**src/rtl/uart_tx_sched.sv**
```systemverilog
// uart_tx_sched: two-requester round-robin UART transmitter.
// Frames are start + DATA_W data bits (LSB first) + optional parity + stop bits.
//
// Ports:
//   clk, rst_n        system clock, synchronous active-low reset
//   baud_tick         one-clk pulse per bit period from the baud generator
//   baud_clr          one-clk pulse that restarts the baud generator at frame start
//   reqN_valid/data   requester N offers a byte (N = 0, 1)
//   reqN_ready        requester N's byte is accepted this cycle (combinational)
//   tx                serial line, idle high (registered)
//   busy              frame in progress (registered)
//   grant_id          index of the most recently accepted requester
module uart_tx_sched #(
    parameter int unsigned DATA_W     = 8,
    parameter bit          PARITY_EN  = 1'b0,
    parameter bit          PARITY_ODD = 1'b0,
    parameter int unsigned STOP_BITS  = 1
) (
    input  logic              clk,
    input  logic              rst_n,
    input  logic              baud_tick,
    output logic              baud_clr,
    input  logic              req0_valid,
    input  logic [DATA_W-1:0] req0_data,
    output logic              req0_ready,
    input  logic              req1_valid,
    input  logic [DATA_W-1:0] req1_data,
    output logic              req1_ready,
    output logic              tx,
    output logic              busy,
    output logic              grant_id
);

    localparam int unsigned CNT_W = $clog2(DATA_W + 1);

    localparam logic [CNT_W-1:0] LAST_DATA = CNT_W'(DATA_W);
    localparam logic [CNT_W-1:0] LAST_STOP = CNT_W'(STOP_BITS - 1);
    localparam logic [CNT_W-1:0] CNT_ONE   = CNT_W'(1);

    typedef enum logic [2:0] {
        IDLE,
        START,
        DATA,
        PARITY,
        STOP
    } state_t;

    state_t            state;
    state_t            state_nx;
    logic [DATA_W-1:0] shift;
    logic [DATA_W-1:0] shift_nx;
    logic [CNT_W-1:0]  bit_cnt;
    logic [CNT_W-1:0]  bit_cnt_nx;
    logic              par_bit;
    logic              par_nx;
    logic              tx_nx;
    logic              busy_nx;
    logic              clr_nx;
    logic              grant_nx;

    logic              sel;
    logic              any_valid;
    logic              idle_ok;
    logic [DATA_W-1:0] sel_data;

    // Lone requester wins; on a tie, the one not granted last time wins.
    assign any_valid = req0_valid | req1_valid;
    assign sel       = req1_valid & (~req0_valid | ~grant_id);
    assign sel_data  = sel ? req1_data : req0_data;

    // Ready is gated by rst_n so nothing is accepted while held in reset.
    assign idle_ok    = (state == IDLE) & rst_n;
    assign req0_ready = idle_ok & req0_valid & ~sel;
    assign req1_ready = idle_ok & sel;

    always_comb begin
        state_nx   = state;
        shift_nx   = shift;
        bit_cnt_nx = bit_cnt;
        par_nx     = par_bit;
        tx_nx      = tx;
        clr_nx     = 1'b0;
        grant_nx   = grant_id;

        unique case (state)
            IDLE: begin
                // baud_tick is deliberately ignored here and on the
                // handshake edge; the start bit lasts until the next tick.
                if (any_valid) begin
                    state_nx   = START;
                    shift_nx   = sel_data;
                    par_nx     = (^sel_data) ^ PARITY_ODD;
                    grant_nx   = sel;
                    tx_nx      = 1'b0;
                    clr_nx     = 1'b1;
                    bit_cnt_nx = '0;
                end
            end
            START: begin
                if (baud_tick) begin
                    tx_nx      = shift[0];
                    shift_nx   = shift >> 1;
                    bit_cnt_nx = CNT_ONE;
                    state_nx   = DATA;
                end
            end
            DATA: begin
                if (baud_tick) begin
                    if (bit_cnt == LAST_DATA) begin
                        bit_cnt_nx = '0;
                        if (PARITY_EN) begin
                            tx_nx    = par_bit;
                            state_nx = PARITY;
                        end else begin
                            tx_nx    = 1'b1;
                            state_nx = STOP;
                        end
                    end else begin
                        tx_nx      = shift[0];
                        shift_nx   = shift >> 1;
                        bit_cnt_nx = bit_cnt + CNT_ONE;
                    end
                end
            end
            PARITY: begin
                if (baud_tick) begin
                    tx_nx      = 1'b1;
                    bit_cnt_nx = '0;
                    state_nx   = STOP;
                end
            end
            STOP: begin
                if (baud_tick) begin
                    if (bit_cnt == LAST_STOP) begin
                        bit_cnt_nx = '0;
                        state_nx   = IDLE;
                    end else begin
                        bit_cnt_nx = bit_cnt + CNT_ONE;
                    end
                end
            end
            default: begin
                tx_nx    = 1'b1;
                state_nx = IDLE;
            end
        endcase

        busy_nx = (state_nx != IDLE);
    end

    always_ff @(posedge clk) begin
        if (!rst_n) begin
            state    <= IDLE;
            shift    <= '0;
            bit_cnt  <= '0;
            par_bit  <= 1'b0;
            tx       <= 1'b1;
            busy     <= 1'b0;
            baud_clr <= 1'b0;
            grant_id <= 1'b1;
        end else begin
            state    <= state_nx;
            shift    <= shift_nx;
            bit_cnt  <= bit_cnt_nx;
            par_bit  <= par_nx;
            tx       <= tx_nx;
            busy     <= busy_nx;
            baud_clr <= clr_nx;
            grant_id <= grant_nx;
        end
    end

endmodule

```
**config.mk**
```make
export PLATFORM = sky130hd
export DESIGN_NAME = uart_tx_sched
export DESIGN_NICKNAME = d
export VERILOG_FILES = /design/src/rtl/uart_tx_sched.sv
export SDC_FILE = /design/constraint.sdc
export NUM_CORES = 1
export LEC_CHECK = 0
export BUFFER_PORTS_ARGS = -buffer_cell sky130_fd_sc_hd__buf_2
export CAP_MARGIN = 0
export CORE_UTILIZATION = 52
export CTS_CLUSTER_DIAMETER = 40
export DETAILED_ROUTE_END_ITERATION = 12
export HOLD_SLACK_MARGIN = 0.06
export PLACE_DENSITY = 0.76
export SLEW_MARGIN = 0
export SYNTH_ARGS = -nofsm -noshare
export SYNTH_HDL_FRONTEND = slang
export SYNTH_SLANG_ARGS = --single-unit
```
**constraint.sdc**
```tcl
create_clock -name clk -period 2.3 [get_ports clk]
set_input_delay 0.46 -clock clk [delete_from_list [all_inputs] [get_ports clk]]
set_output_delay 0.46 -clock clk [all_outputs]
set_load 0.02 [all_outputs]
```
== Word level (Yosys, flattened, before mapping) ==
Index checks and enable logic that the tools add are counted.
Word-level totals
  latch bits: 0
  memory bits (read-only): 0
  bits of input ports: 21
  bits in registers: 19
  bits in writable memories: 0
  output and inout port bits: 6
  memories kept: 0
Operators by class
  bitwise operators: 11
  div/mod/pow operators: 0
  magnitude comparators: 0
  shift-type cells: 0
  multiply operators: 0
  multiplexer cells: 29
  equal/unequal tests: 11
  reduce and logical (&&, ||, !) cells: 10
  add/subtract/negate cells: 1
Operator list (count)
  8-bit two-way mux: 5
  4-bit two-way mux: 7
  8-bit one-hot mux with 3 select lines: 1
  3-bit two-way mux: 7
  4-bit one-hot mux with 5 select lines: 1
  3-bit one-hot mux with 5 select lines: 1
  2-bit inequality test (second input constant): 6
  5-bit AND reduction: 2
  3-bit by 2-bit == test with 1-bit output (second input constant): 2
  1-bit two-way mux: 6
  6-bit AND reduction: 1
  3-bit nonzero test: 2
  1-bit AND: 5
  1-bit one-hot mux with 5 select lines: 1
  5-bit nonzero test: 1
  4-bit by 1-bit adder with 4-bit output (second input constant): 1
  4-bit == test (second input constant): 1
  4-bit zero test: 1
  1-bit NOT: 4
  2-bit AND reduction: 2
  3-bit by 1-bit == test with 1-bit output (second input constant): 1
  3-bit == test (second input constant): 1
  3-bit zero test: 1
  1-bit OR: 2

== Longest topological paths before layout ==
  word-level depth: 6
  depth in mapped cells: 6

== Worst setup path after synthesis ==
No wires, ideal clock.
  kind: register -> output
  from: register state[2]
  to: output req0_ready
  stages on the path, launching flop included: 5
  slack: 0.325 ns
  arrival time: 1.515 ns
  required time: 1.840 ns
  cells stage by stage: dfxtp_1 > clkbuf_1 > nand2b_1 > or3_1 > nor3b_1
On the way
  word-level cells in the longest chain between the ends: 4
RTL lines
  start, declared: RTL line 48  | state_t state;
  start signal, assigned: RTL line 162  | state <= state_nx;
  3-bit zero test: RTL line 72  | assign idle_ok = (state == IDLE) & rst_n;
  1-bit AND: RTL line 72
  1-bit AND (2 in series): RTL line 73  | assign req0_ready = idle_ok & req0_valid & ~sel;
  end, declared: RTL line 25  | output logic req0_ready,
Every way passes these cells.

== Worst setup path after layout ==
Same ends and word-level chain as after synthesis.

==> qor.yml <==
grt_overflow: 0
hpwlAfterDp_mm: 1.70
drc: 0
insertion_delay_ps: 300
hp-class: "flip-flop to flip-flop"
nFillCells: 185
synth-seq-cells: 19
finClkSkew_ps: 4.68
wl_per_cell_um: 12.4
antenna_found_initial: 0
synth_top_family_by_area: "simple AND/OR/NAND/NOR gates"
num_rows: 16
yosysSeqAreaShare_pct: 33.9
die_w_um: 48.5
relSlewSlack_pct: 67.8
netlist_instances: 133
hold_viol_final: 0
end_kind: "output port"
min_period_ps: 2050
finalSetupTns_ps: 0
ir_drop_mv: 0.337
vias: 1061
root_buffer: "clkbuf_4"
cp-start-kind: "flip-flop"
utilization_pct: 64.8
clkSinkCount: 19
cts_buffers: 3
coreArea_um2: 2000
htreeDepth: 1
area.growth.synth_to_final_pct: 15.5
grt_pass1_wl_mm: 3.92
num_antenna_cells: 0
leakage_uw: 0.000574
syn_area_per_cell_um2: 8.44
clock_path_buffers: 2
synth_cell_types: 37
yosysWarningCount: 0
setup_viol: 0
gp_congestion: 0.851
grt_pass1_vias: 982
grt_setup_unrepaired: "no"
grt_max_degree: 16
synth-simple-area-share_pct: 27.0
cts_tree: "built"
drt_iter0_drc: 18
die-area_um2: 2350
syn_nets: 156
syn_area_um2: 1120
post_cts.repair.setup_buffers: 0
wl_mm: 2.30
synth-xor-area-share_pct: 2.34
layout.nets: 182
fmax_mhz: 487
muxShareOfSynthArea_pct: 8.03
io_buffers: 26
postRouteAntennaNets: 0
viasPerCell: 5.74
pwr_density_cell_nw_per_um2: 613
crit_arrival_ps: 1590
hold_buffers: 0
fp.dieH_um: 48.5
synth-compound-area-share_pct: 22.1
drt-pass1-iter-count: 4
path_clk_slew_ps: 110
max_cap_viol_count: 0
dpl-instance-area_um2: 1270
io_pins: 27
fin_area_um2: 1300
synthAdderAreaFrac_pct: 2.23
grt_usage_pct: 21.1
drive_gt1_share_pct: 25.9
min_period_over_period_pct: 89.2
crit_fanout: 5
finalMaxSlewViolations: 0
worstSetupPathType: "flip-flop to output port"
cts_resized: 0
status: "completed"
initial_core_util_pct: 56.1
required_ps: 1840
worst_pin_slew_ps: 482
-- worst max-delay path, cell delays in order, from the launching register on --
cell and delay, ps:
dfxtp_1 330, nand2b_1 210, or3_1 380, nor3b_1 190, buf_2 190
-- cells in the final DEF, fill, tap and decap left out, types with 2 or more instances in the layout --
cell	count
ha_1	2
o21ai_0	9
nor2_1	6
nor3b_1	3
nor3_1	4
a21boi_0	3
mux2i_1	9
a21oi_1	6
buf_2	26
a21boi_1	2
nand2b_1	3
dfxtp_1	19
xor2_1	2
inv_1	3
nand2_1	13
and3b_1	2
clkbuf_4	3
or2_2	9
a32o_1	7
nor2b_1	4
buf_4	3
and3_1	3
nand3b_1	2
-- report_power, final --
group	switching [uW]	total [uW]	internal [uW]
clock	104	172	67.5
combinational	117	226	109
sequential	28.6	397	368
-- stage by stage --
| stage | hold slack (ps) | power [uW] | instances | setup slack [ps] |
|---|---|---|---|---|
| global placement | 443 | 623 | 181 | 436 |
| detailed placement | 446 | 631 | 181 | 442 |
| CTS | 472 | 801 | 185 | 257 |
| floorplan | 434 | 572 | 133 | 325 |
| finish | 474 | 795 | 185 | 247 |
| global route | 499 | 847 | 185 | 184 |
-- path summary, 6_finish.rpt --
check                 from          to  slack [ps]  cells after the start
setup / recovery  state[2]  req0_ready         250                      4
hold reg to reg   shift[1]    shift[1]         470                      1
setup reg to reg  state[0]    shift[0]         440                      4
hold / removal    shift[1]    shift[1]         470                      1
-- cell usage after synthesis --
master / number / share of area, %
nand2b_1: 3 / 1.7
nand4b_1: 1 / 0.78
o2111ai_1: 1 / 0.78
dfxtp_1: 19 / 34
o21bai_1: 1 / 0.67
nor2b_1: 4 / 2.2
a221oi_1: 1 / 0.78
a32o_1: 7 / 6.2
and4b_1: 1 / 0.89
nor2_1: 6 / 2.0
a211oi_1: 1 / 0.67
nor3_1: 4 / 1.8
a21oi_1: 6 / 2.7
buf_2: 4 / 1.8
or2_2: 9 / 5.0
o32a_1: 1 / 0.89
buf_4: 1 / 0.67
nand2_1: 13 / 4.3
a21o_1: 1 / 0.67
o31ai_1: 1 / 0.67
inv_1: 3 / 1.0
nand3b_1: 2 / 1.3
xor2_1: 2 / 1.6
o21ai_0: 9 / 4.0
mux2i_1: 9 / 8.0
o21a_1: 1 / 0.67
nor3b_1: 3 / 2.0
or4_1: 1 / 0.67
xnor2_1: 1 / 0.78
or3_1: 1 / 0.56
and3_1: 3 / 1.7
clkbuf_1: 3 / 1.0
nand3_1: 1 / 0.45
a21boi_1: 2 / 1.3
ha_1: 2 / 2.2
a21boi_0: 3 / 2.0
and3b_1: 2 / 1.6
-- final cells by class --
cell class              count  area, um2  share of cell area [%]
clock buffers               4       26.3                    2.03
inverters                   3       11.3                   0.869
multi-input cells         103        692                    53.4
flip-flops and latches     19        380                    29.3
well taps                  27       33.8                    2.61
repair buffers             29        153                    11.8
-- layer usage --
metal  share of wire, %  GRT usage (%)  vias up  routed length [um]
met2                 51           37.3       29                1170
li1                   -              -      536                   -
met4               0.56           8.33        0                  13
met5                  0              0        -                   0
met3                4.1           4.09        2                  94
met1                 45           25.0      494                1030
-- registers in the layout, indices dropped and copies added, names as in the netlist --
| signal | cells |
|---|---|
| bit_cnt | 4 |
| shift | 8 |
| busy | 1 |
| baud_clr | 1 |
| grant_id | 1 |
| state | 3 |
| tx | 1 |
-- logic make-up (layout without fill, tap and decap cells) --
kind of cell,count (synthesis),count (layout)
muxes,9,9
AOI/OAI and AO/OA,35,35
DFF,19,19
adders and majority gates,2,2
and+or+nand+nor,54,54
buffers and inverters,11,36
xor gates and xnor gates,3,3
Note: power is estimated with default switching activity, not from simulation.
